### config.mk
export PLATFORM = sky130hd
export DESIGN_NAME = count_pwm_gen
export DESIGN_NICKNAME = d
export VERILOG_FILES = /design/src/rtl/count_pwm_gen.sv
export SDC_FILE = /design/constraint.sdc
export NUM_CORES = 1
export LEC_CHECK = 0
export ABC_AREA = 1
export CORE_MARGIN = 2
export CORE_UTILIZATION = 51
export CTS_BUF_LIST = sky130_fd_sc_hd__clkbuf_4
export DETAILED_ROUTE_END_ITERATION = 8
export GPL_TIMING_DRIVEN = 0
export PLACE_DENSITY = 0.77
export SETUP_SLACK_MARGIN = 0.15
export SLEW_MARGIN = 20
export SYNTH_ARGS = -nofsm -noshare
export SYNTH_HDL_FRONTEND = slang
export SYNTH_SLANG_ARGS = --single-unit
export TNS_END_PERCENT = 20
### constraint.sdc
create_clock -name clk -period 2.4 [get_ports clk]
set_input_delay 0.48 -clock clk [delete_from_list [all_inputs] [get_ports clk]]
set_output_delay 0.48 -clock clk [all_outputs]
set_load 0.05 [all_outputs]
### src/rtl/count_pwm_gen.sv
`default_nettype none
// ============================================================================
// Module   : count_pwm_gen
// Function : PWM generator slaved to an external mod-N counter, with
//            double-buffered duty, period counting and count-continuity check.
// Revision : 1.0
// ============================================================================
module count_pwm_gen #(
    parameter int N = 16,
    parameter int W = $clog2(N)
) (
    input  logic         clk,
    input  logic         rst,
    input  logic         en,
    input  logic [W-1:0] count,
    input  logic [W:0]   duty_in,
    input  logic         duty_load,
    input  logic         err_clr,
    output logic         pwm_out,
    output logic         wrap_pulse,
    output logic [15:0]  period_cnt,
    output logic         seq_err,
    output logic         duty_pending
);

    localparam logic [1:0]   c_idle = 2'd0;
    localparam logic [1:0]   c_sync = 2'd1;
    localparam logic [1:0]   c_run  = 2'd2;
    localparam logic [W:0]   c_n    = (W+1)'(N);
    localparam logic [W-1:0] c_last = W'(N - 1);

    logic [1:0]   r_state;
    logic [W-1:0] r_prev_count;
    logic [W:0]   r_shadow;
    logic [W:0]   r_duty_active;
    logic         r_pending;
    logic         r_pwm;
    logic         r_wrap;
    logic [15:0]  r_period_cnt;
    logic         r_seq_err;

    logic [1:0]   w_state_nxt;
    logic         w_start;
    logic         w_err_set;
    logic         w_wrap_nxt;
    logic         w_apply;
    logic [W:0]   w_duty_eff;
    logic [W:0]   w_duty_clamped;
    logic [W-1:0] w_expected;
    logic         w_count_zero;
    logic         w_in_seq;
    logic         w_pwm_nxt;

    assign w_duty_clamped = (duty_in > c_n) ? c_n : duty_in;
    assign w_expected     = (r_prev_count == c_last) ? '0 : r_prev_count + W'(1);
    assign w_count_zero   = (count == '0);
    assign w_in_seq       = (count == w_expected);

    always_comb begin
        w_state_nxt = r_state;
        w_start     = 1'b0;
        w_err_set   = 1'b0;
        w_wrap_nxt  = 1'b0;
        if (!en) begin
            w_state_nxt = c_idle;
        end else begin
            case (r_state)
                c_idle: w_state_nxt = c_sync;
                c_sync: begin
                    if (w_count_zero) begin
                        w_state_nxt = c_run;
                        w_start     = 1'b1;
                    end
                end
                c_run: begin
                    if (w_in_seq) begin
                        w_start    = w_count_zero;
                        w_wrap_nxt = w_count_zero;
                    end else begin
                        // Any break in the sequence, including an upstream reset to 0
                        w_err_set   = 1'b1;
                        w_state_nxt = c_sync;
                    end
                end
                default: w_state_nxt = c_idle;
            endcase
        end
    end

    // A pending duty takes effect on the very cycle that starts the period
    assign w_apply    = w_start & r_pending;
    assign w_duty_eff = w_apply ? r_shadow : r_duty_active;
    assign w_pwm_nxt  = (w_state_nxt == c_run) && ({1'b0, count} < w_duty_eff);

    always_ff @(posedge clk or posedge rst) begin
        if (rst) begin
            r_state       <= c_idle;
            r_prev_count  <= '0;
            r_shadow      <= '0;
            r_duty_active <= '0;
            r_pending     <= 1'b0;
            r_pwm         <= 1'b0;
            r_wrap        <= 1'b0;
            r_period_cnt  <= '0;
            r_seq_err     <= 1'b0;
        end else begin
            r_state      <= w_state_nxt;
            r_prev_count <= count;
            r_pwm        <= w_pwm_nxt;
            r_wrap       <= w_wrap_nxt;
            if (duty_load) begin
                r_shadow <= w_duty_clamped;
            end
            if (w_apply) begin
                r_duty_active <= r_shadow;
            end
            // A load coinciding with the period start stays pending for the next one
            r_pending <= duty_load | (r_pending & ~w_apply);
            if (w_wrap_nxt && (r_period_cnt != 16'hFFFF)) begin
                r_period_cnt <= r_period_cnt + 16'd1;
            end
            r_seq_err <= w_err_set | (r_seq_err & ~err_clr);
        end
    end

    assign pwm_out      = r_pwm;
    assign wrap_pulse   = r_wrap;
    assign period_cnt   = r_period_cnt;
    assign seq_err      = r_seq_err;
    assign duty_pending = r_pending;

endmodule
`default_nettype wire

* Word level (Yosys, flattened, before mapping)
Cells that the tools add are included.
Word-level totals: word-level logic and storage cells 46, output and inout bits 20, bits of input ports 14, flip-flop bits (word level) 36
Cells by class: reduce and logical (&&, ||, !) cells 4, mux-type cells 16, magnitude comparators 2, eq/ne operators 6, bitwise logic cells 7, add/subtract/negate cells 2
Operator list (number):
- 16-bit by 1-bit adder with 16-bit output (second input constant) | 1
- 16-bit != test (second input constant) | 1
- 5-bit 2-to-1 mux | 2
- 1-bit 2-to-1 mux | 8
- 2-bit 2-to-1 mux | 3
- 2-bit one-hot mux with 3 select lines | 1
- 5-bit > comparator (second input constant) | 1
- 4-bit by 5-bit < comparator with 1-bit output | 1
- 4-bit by 1-bit adder with 4-bit output (second input constant) | 1
- 2-bit == test (second input constant) | 2
- 4-bit == test | 1
- 4-bit == test (second input constant) | 1
- 4-bit logical NOT | 1
- 4-bit 2-to-1 mux | 1
- 1-bit AND | 3
- 2-bit by 1-bit == test with 1-bit output (second input constant) | 1
- 1-bit logical AND | 2
- 2-bit logical NOT | 1
- 1-bit inverter | 2
- 1-bit bitwise OR | 2
- 1-bit one-hot mux with 2 select lines | 1

* Depth between registers and ports, before layout
depth after elaboration 10, mapped depth 18, mapped depth without buffers 18

* Worst setup path after synthesis
Ideal clock, no wire load.
path type flip-flop to flip-flop, from register r_prev_count[0], to register r_pwm, in the netlist pwm_out, path buffers 0, library setup time 0.117 ns, data required time 2.283 ns, path slack 0.183 ns, arrival 2.100 ns, stages on the path, launching flop included 15, clock period less this slack 2.217 ns, path through dfrtp_1 ha_1 xnor2_1 nand3_2 nor2_4 nand3_4 nand2_4 nand3_4 nand2_1 o21ai_1 ha_1 a21oi_1 nand3b_1 nand2_1 nor2_1
On the way: cells in the longest elaborated chain, start to end 10, elaborated cells between the ends (all ways) 15, those cells by class 1 x add/sub; 1 x order compare; 3 x eq/ne; 8 x mux; 1 x bitwise; 1 x reduce/logical
Ends and longest elaborated chain:
- from (decl) | line 33 | logic [W-1:0] r_prev_count;
- from (signal assigned) | line 108 | r_prev_count <= count;
- 4-bit by 1-bit adder with 4-bit output or 4-bit == test (tied branches) | line 55 | assign w_expected = (r_prev_count == c_last) ? '0 : r_prev_count + W'(1);
- 4-bit 2-to-1 mux (*) | line 55
- 4-bit == test (*) | line 57 | assign w_in_seq = (count == w_expected);
- 1-bit 2-to-1 mux | line 76 | if (w_in_seq) begin
- 1-bit one-hot mux with 2 select lines | line 67 | case (r_state)
- 1-bit 2-to-1 mux | line 64 | if (!en) begin
- 1-bit AND | line 91 | assign w_apply = w_start & r_pending;
- 5-bit 2-to-1 mux
- 4-bit by 5-bit < comparator with 1-bit output | line 93 | assign w_pwm_nxt = (w_state_nxt == c_run) && ({1'b0, count} < w_duty_eff);
- 1-bit logical AND (*) | line 93
- named net w_pwm_nxt | line 52 | logic w_pwm_nxt;
- to (signal assigned) | line 109 | r_pwm <= w_pwm_nxt;
- to (decl) | line 37 | logic r_pwm;
The timed path passes the listed nets; every way through them passes the cells marked *. A chain may end at the register's enable or synchronous reset.

* Final worst setup path
from input en, to register r_pwm, in the netlist pwm_out
On the way: cells in the longest elaborated chain, start to end 5, elaborated cells between the ends (all ways) 7, those cells by class 1 x order compare; 1 x eq/ne; 3 x mux; 1 x bitwise; 1 x reduce/logical
Ends and longest elaborated chain:
- from (decl) | line 14 | input logic en,
- 1-bit 2-to-1 mux | line 64
- 1-bit AND | line 91
- 5-bit 2-to-1 mux
- 4-bit by 5-bit < comparator with 1-bit output | line 93
- 1-bit logical AND (*) | line 93
- named net w_pwm_nxt | line 52
Marks and branches as above.

==> summary.md <==
| Metric | Value |
|---|---|
| Syn nets | `approximately 270` |
| Clock Sinks | `36` |
| Final core occ | `0.661` |
| Pint | `799 uW` |
| P&R area growth vs syn | `27.1%` |
| Clock Skew | `slightly below 0.007 ns` |
| Fin Setup TNS | `0 ns` |
| # fillers | `between 300 and 400` |
| Row count | `23` |
| Syn Std Cell Area | `just over 2000 sq um` |
| Minimum clock period | `~2.2 ns` |
| Post-Place Worst Slack | `-0.394 ns` |
| Core Area | `3940 sq um` |
| Peak VDD IR | `0.266 mV` |
| Clk pwr share | `0.273` |
| Final WL | `approximately 4200 um` |
| Top-count cell post-synth | `nand2_1` |
| Largest net degree at the start of global routing | `37` |
| PD cells | `between 400 and 500 nW/um^2` |
| Dpl cells | `~330` |
| Mapped Avg Cell Area | `between 8 and 9 sq um` |
| Final hold slack | `0.365 ns` |
| Crit path DAT | `approximately 2.5 ns` |
| Synth Warn # | `0` |
| Fin worst setup slack | `0.163 ns` |
| Combinational power share | `0.142` |
| PortBufs | `33` |
| Tot GR Track Use | `0.201` |
| Num CTS Buffers | `5` |
| Final setup vio count | `0` |
| P_leak | `1.27 nW` |
| Max-Cap Viols | `0` |
| GRT overflow | `0` |
| Initial antenna violation count | `0` |
| First-pass GRT wire length | `between 6000 and 7000 um` |
| Asr flop ratio synth | `1.00` |
| Register area share after synthesis | `0.439` |
| Width of the chip | `approximately 67 um` |
| Post-synth top cells | `nand2_1, inv_1, dfrtp_1` |
| RePlAce Congestion | `approximately 0.83` |
| RSZ-0062 raised after global routing | `true` |
| Seq pwr share | `0.585` |
| # DRC | `0` |
| Outcome | `finished, final reports clean` |
| Critical Path End Type | `flop` |
| Post-synth EDFFs | `0` |
| Vias | `between 1500 and 2000` |
| Post-synth top area share | `0.439` |
| Fraction of layout cells with a size suffix above 1 | `0.144` |
| Initial Utilization | `0.520` |
| Iter 0 DRT Violations | `97` |
| Htree depth | `2` |
| Top cells by area, synth | `dfrtp_1, nand2_1, inv_1, ha_1, xor2_1` |
| Critical path class | `in -> reg` |
| Clock latency on the worst-skew pair | `roughly 0.34 ns` |
| Diodes inserted | `0` |
| Pre-antenna DRT Iters | `4` |
| Detailed placement HPWL | `3060 um` |
| Pins Over Slew Limit | `0` |
| Fmax achieved | `447 MHz` |
| Non-Filler Instances | `342` |
| Flop2flop setup slack | `~0.19 ns` |
| Clock slew at reported path FFs | `~0.10 ns` |
| CTS tree | `done` |
| CP Launch Type | `input port` |
| Vias in the first global route | `approximately 1600` |
| Sw frac | `0.271` |
| Post-synth top flop | `dfrtp_1` |
| Hold Vio Cnt, Final | `0` |
| Multi-input gate area | `1040 sq um` |
| Worst-path maximum fanout | `7` |
| Mapped Cells | `roughly 240` |
| CTS root buffer | `clkbuf_4` |
| Worst slew pin tran | `0.734 ns` |
| Post-layout nets | `approximately 320` |
| Final period utilization | `0.932` |
| Yosys top cell by area | `dfrtp_1` |
| WL/cell | `12.3 um` |
| Synth cell types | `29` |
| Full die area | `approximately 4500 sq um` |
| DR vias/cell | `about 5.2` |
| Post-synthesis register bit count | `36` |
| Hold Crit Class | `in -> reg` |
| Sw power | `about 300 uW` |
| Register area | `901 sq um` |
| Clock Path Buffers | `2` |
| Die H | `about 67 um` |
| Req. time, crit path | `roughly 2.6 ns` |
| IO Pins | `34` |
| Hold_buf cts | `0` |
| Final ANT Viol Nets | `0` |
| Slew margin rel. | `0.510` |
## metal layers
layer | part of all wire | GRT usage | wire [um] | vias to the layer above
met5 | 0 | 0 | 0 | -
met4 | 0.016 | 0.0714 | 68 | 0
met3 | 0.043 | 0.0400 | 180 | 8
met2 | 0.48 | 0.325 | 2010 | 52
met1 | 0.46 | 0.270 | 1950 | 817
li1 | - | - | - | 886
## power by group through the flow
stage                     logic [mW]  clock network (mW)  registers [mW]
after floorplan               0.0898                   0           0.650
after global placement         0.133                   0           0.651
after detailed placement       0.137                   0           0.652
after CTS                      0.145               0.309           0.640
after global routing           0.175               0.335           0.644
final                          0.156               0.299           0.642
## critical path, stage by stage
cell and delay [ns]:
clkdlybuf4s50_1 0.71, nand2_1 0.17, nor2_4 0.22, nand3_4 0.14
nand2_2 0.09, o21ai_2 0.06, ha_1 0.30, nand2_1 0.05
inv_1 0.05, nand3_1 0.07, nor2_1 0.10, nor2_1 0.05
## through the flow
step | instance area (sq um) | total power [mW]
after global placement | 2440 | 0.784
after detailed placement | 2440 | 0.790
after floorplan | 2050 | 0.739
after CTS | 2540 | 1.09
final | 2610 | 1.10
after global routing | 2610 | 1.15
## flip-flops by register name (all words and copies together), names as in the netlist
name	count
pwm_out	1
wrap_pulse	1
r_prev_count	4
duty_pending	1
period_cnt	16
seq_err	1
r_duty_active	5
r_shadow	5
r_state	2
## path summary, 6_finish.rpt
check / startpoint / to / cells after the start
min in group asynchronous: rst / r_shadow[0]$_DFFE_PP0P_ / 2
hold reg to reg: r_shadow[1]$_DFFE_PP0P_ / r_shadow[1]$_DFFE_PP0P_ / 2
setup reg to reg: r_prev_count[1]$_DFF_PP0_ / pwm_out$_DFF_PP0_ / 18
hold / removal: count[2] / r_prev_count[2]$_DFF_PP0_ / 1
max in group asynchronous: rst / r_state[0]$_DFF_PP0_ / 2
setup / recovery: en / pwm_out$_DFF_PP0_ / 12
## layout make-up
type / count / area share
clock inverters: 2 / 0.00288
repair buffers: 42 / 0.155
multi-input cells: 166 / 0.398
inverters: 41 / 0.0610
flip-flops and latches: 36 / 0.346
clock buffers: 5 / 0.0144
well taps: 50 / 0.0240
## kinds of logic (layout without fill, tap and decap cells)
logic type | count (synthesis) | in the layout | synth area share
simple gates | 127 | 127 | 0.320
xor+xnor | 16 | 16 | 0.0683
buf+inv | 41 | 90 | 0.0775
flops | 36 | 36 | 0.439
compound gates | 14 | 14 | 0.0403
fa+ha+maj | 9 | 9 | 0.0549
## layout by cell type, fill, tap and decap left out, types with 2 or more instances in the layout
cell type,instances
a21oi_1,2
a22o_1,2
buf_4,9
clkbuf_4,5
clkdlybuf4s50_1,31
clkinv_1,3
dfrtp_1,36
dlymetal6s2s_1,2
ha_1,8
inv_1,37
inv_2,2
nand2_1,63
nand2_2,4
nand3_1,13
nand3_2,3
nand3_4,3
nand3b_1,2
nand4_1,10
nor2_1,12
nor2_2,5
nor2_4,2
nor3_1,2
nor3_2,2
nor4_1,4
o21ai_0,2
o21ai_1,4
xnor2_1,5
xor2_1,10
## repair_timing
action / CTS / global route
pin swaps: 5 / 3
buffers inserted: 5 / 4
setup endpoints to repair: 1 / 1
endpoints found under the hold margin: 0 / 0
resized for setup: 4 / 8
No activity file was read; power rests on OpenSTA's default activity.
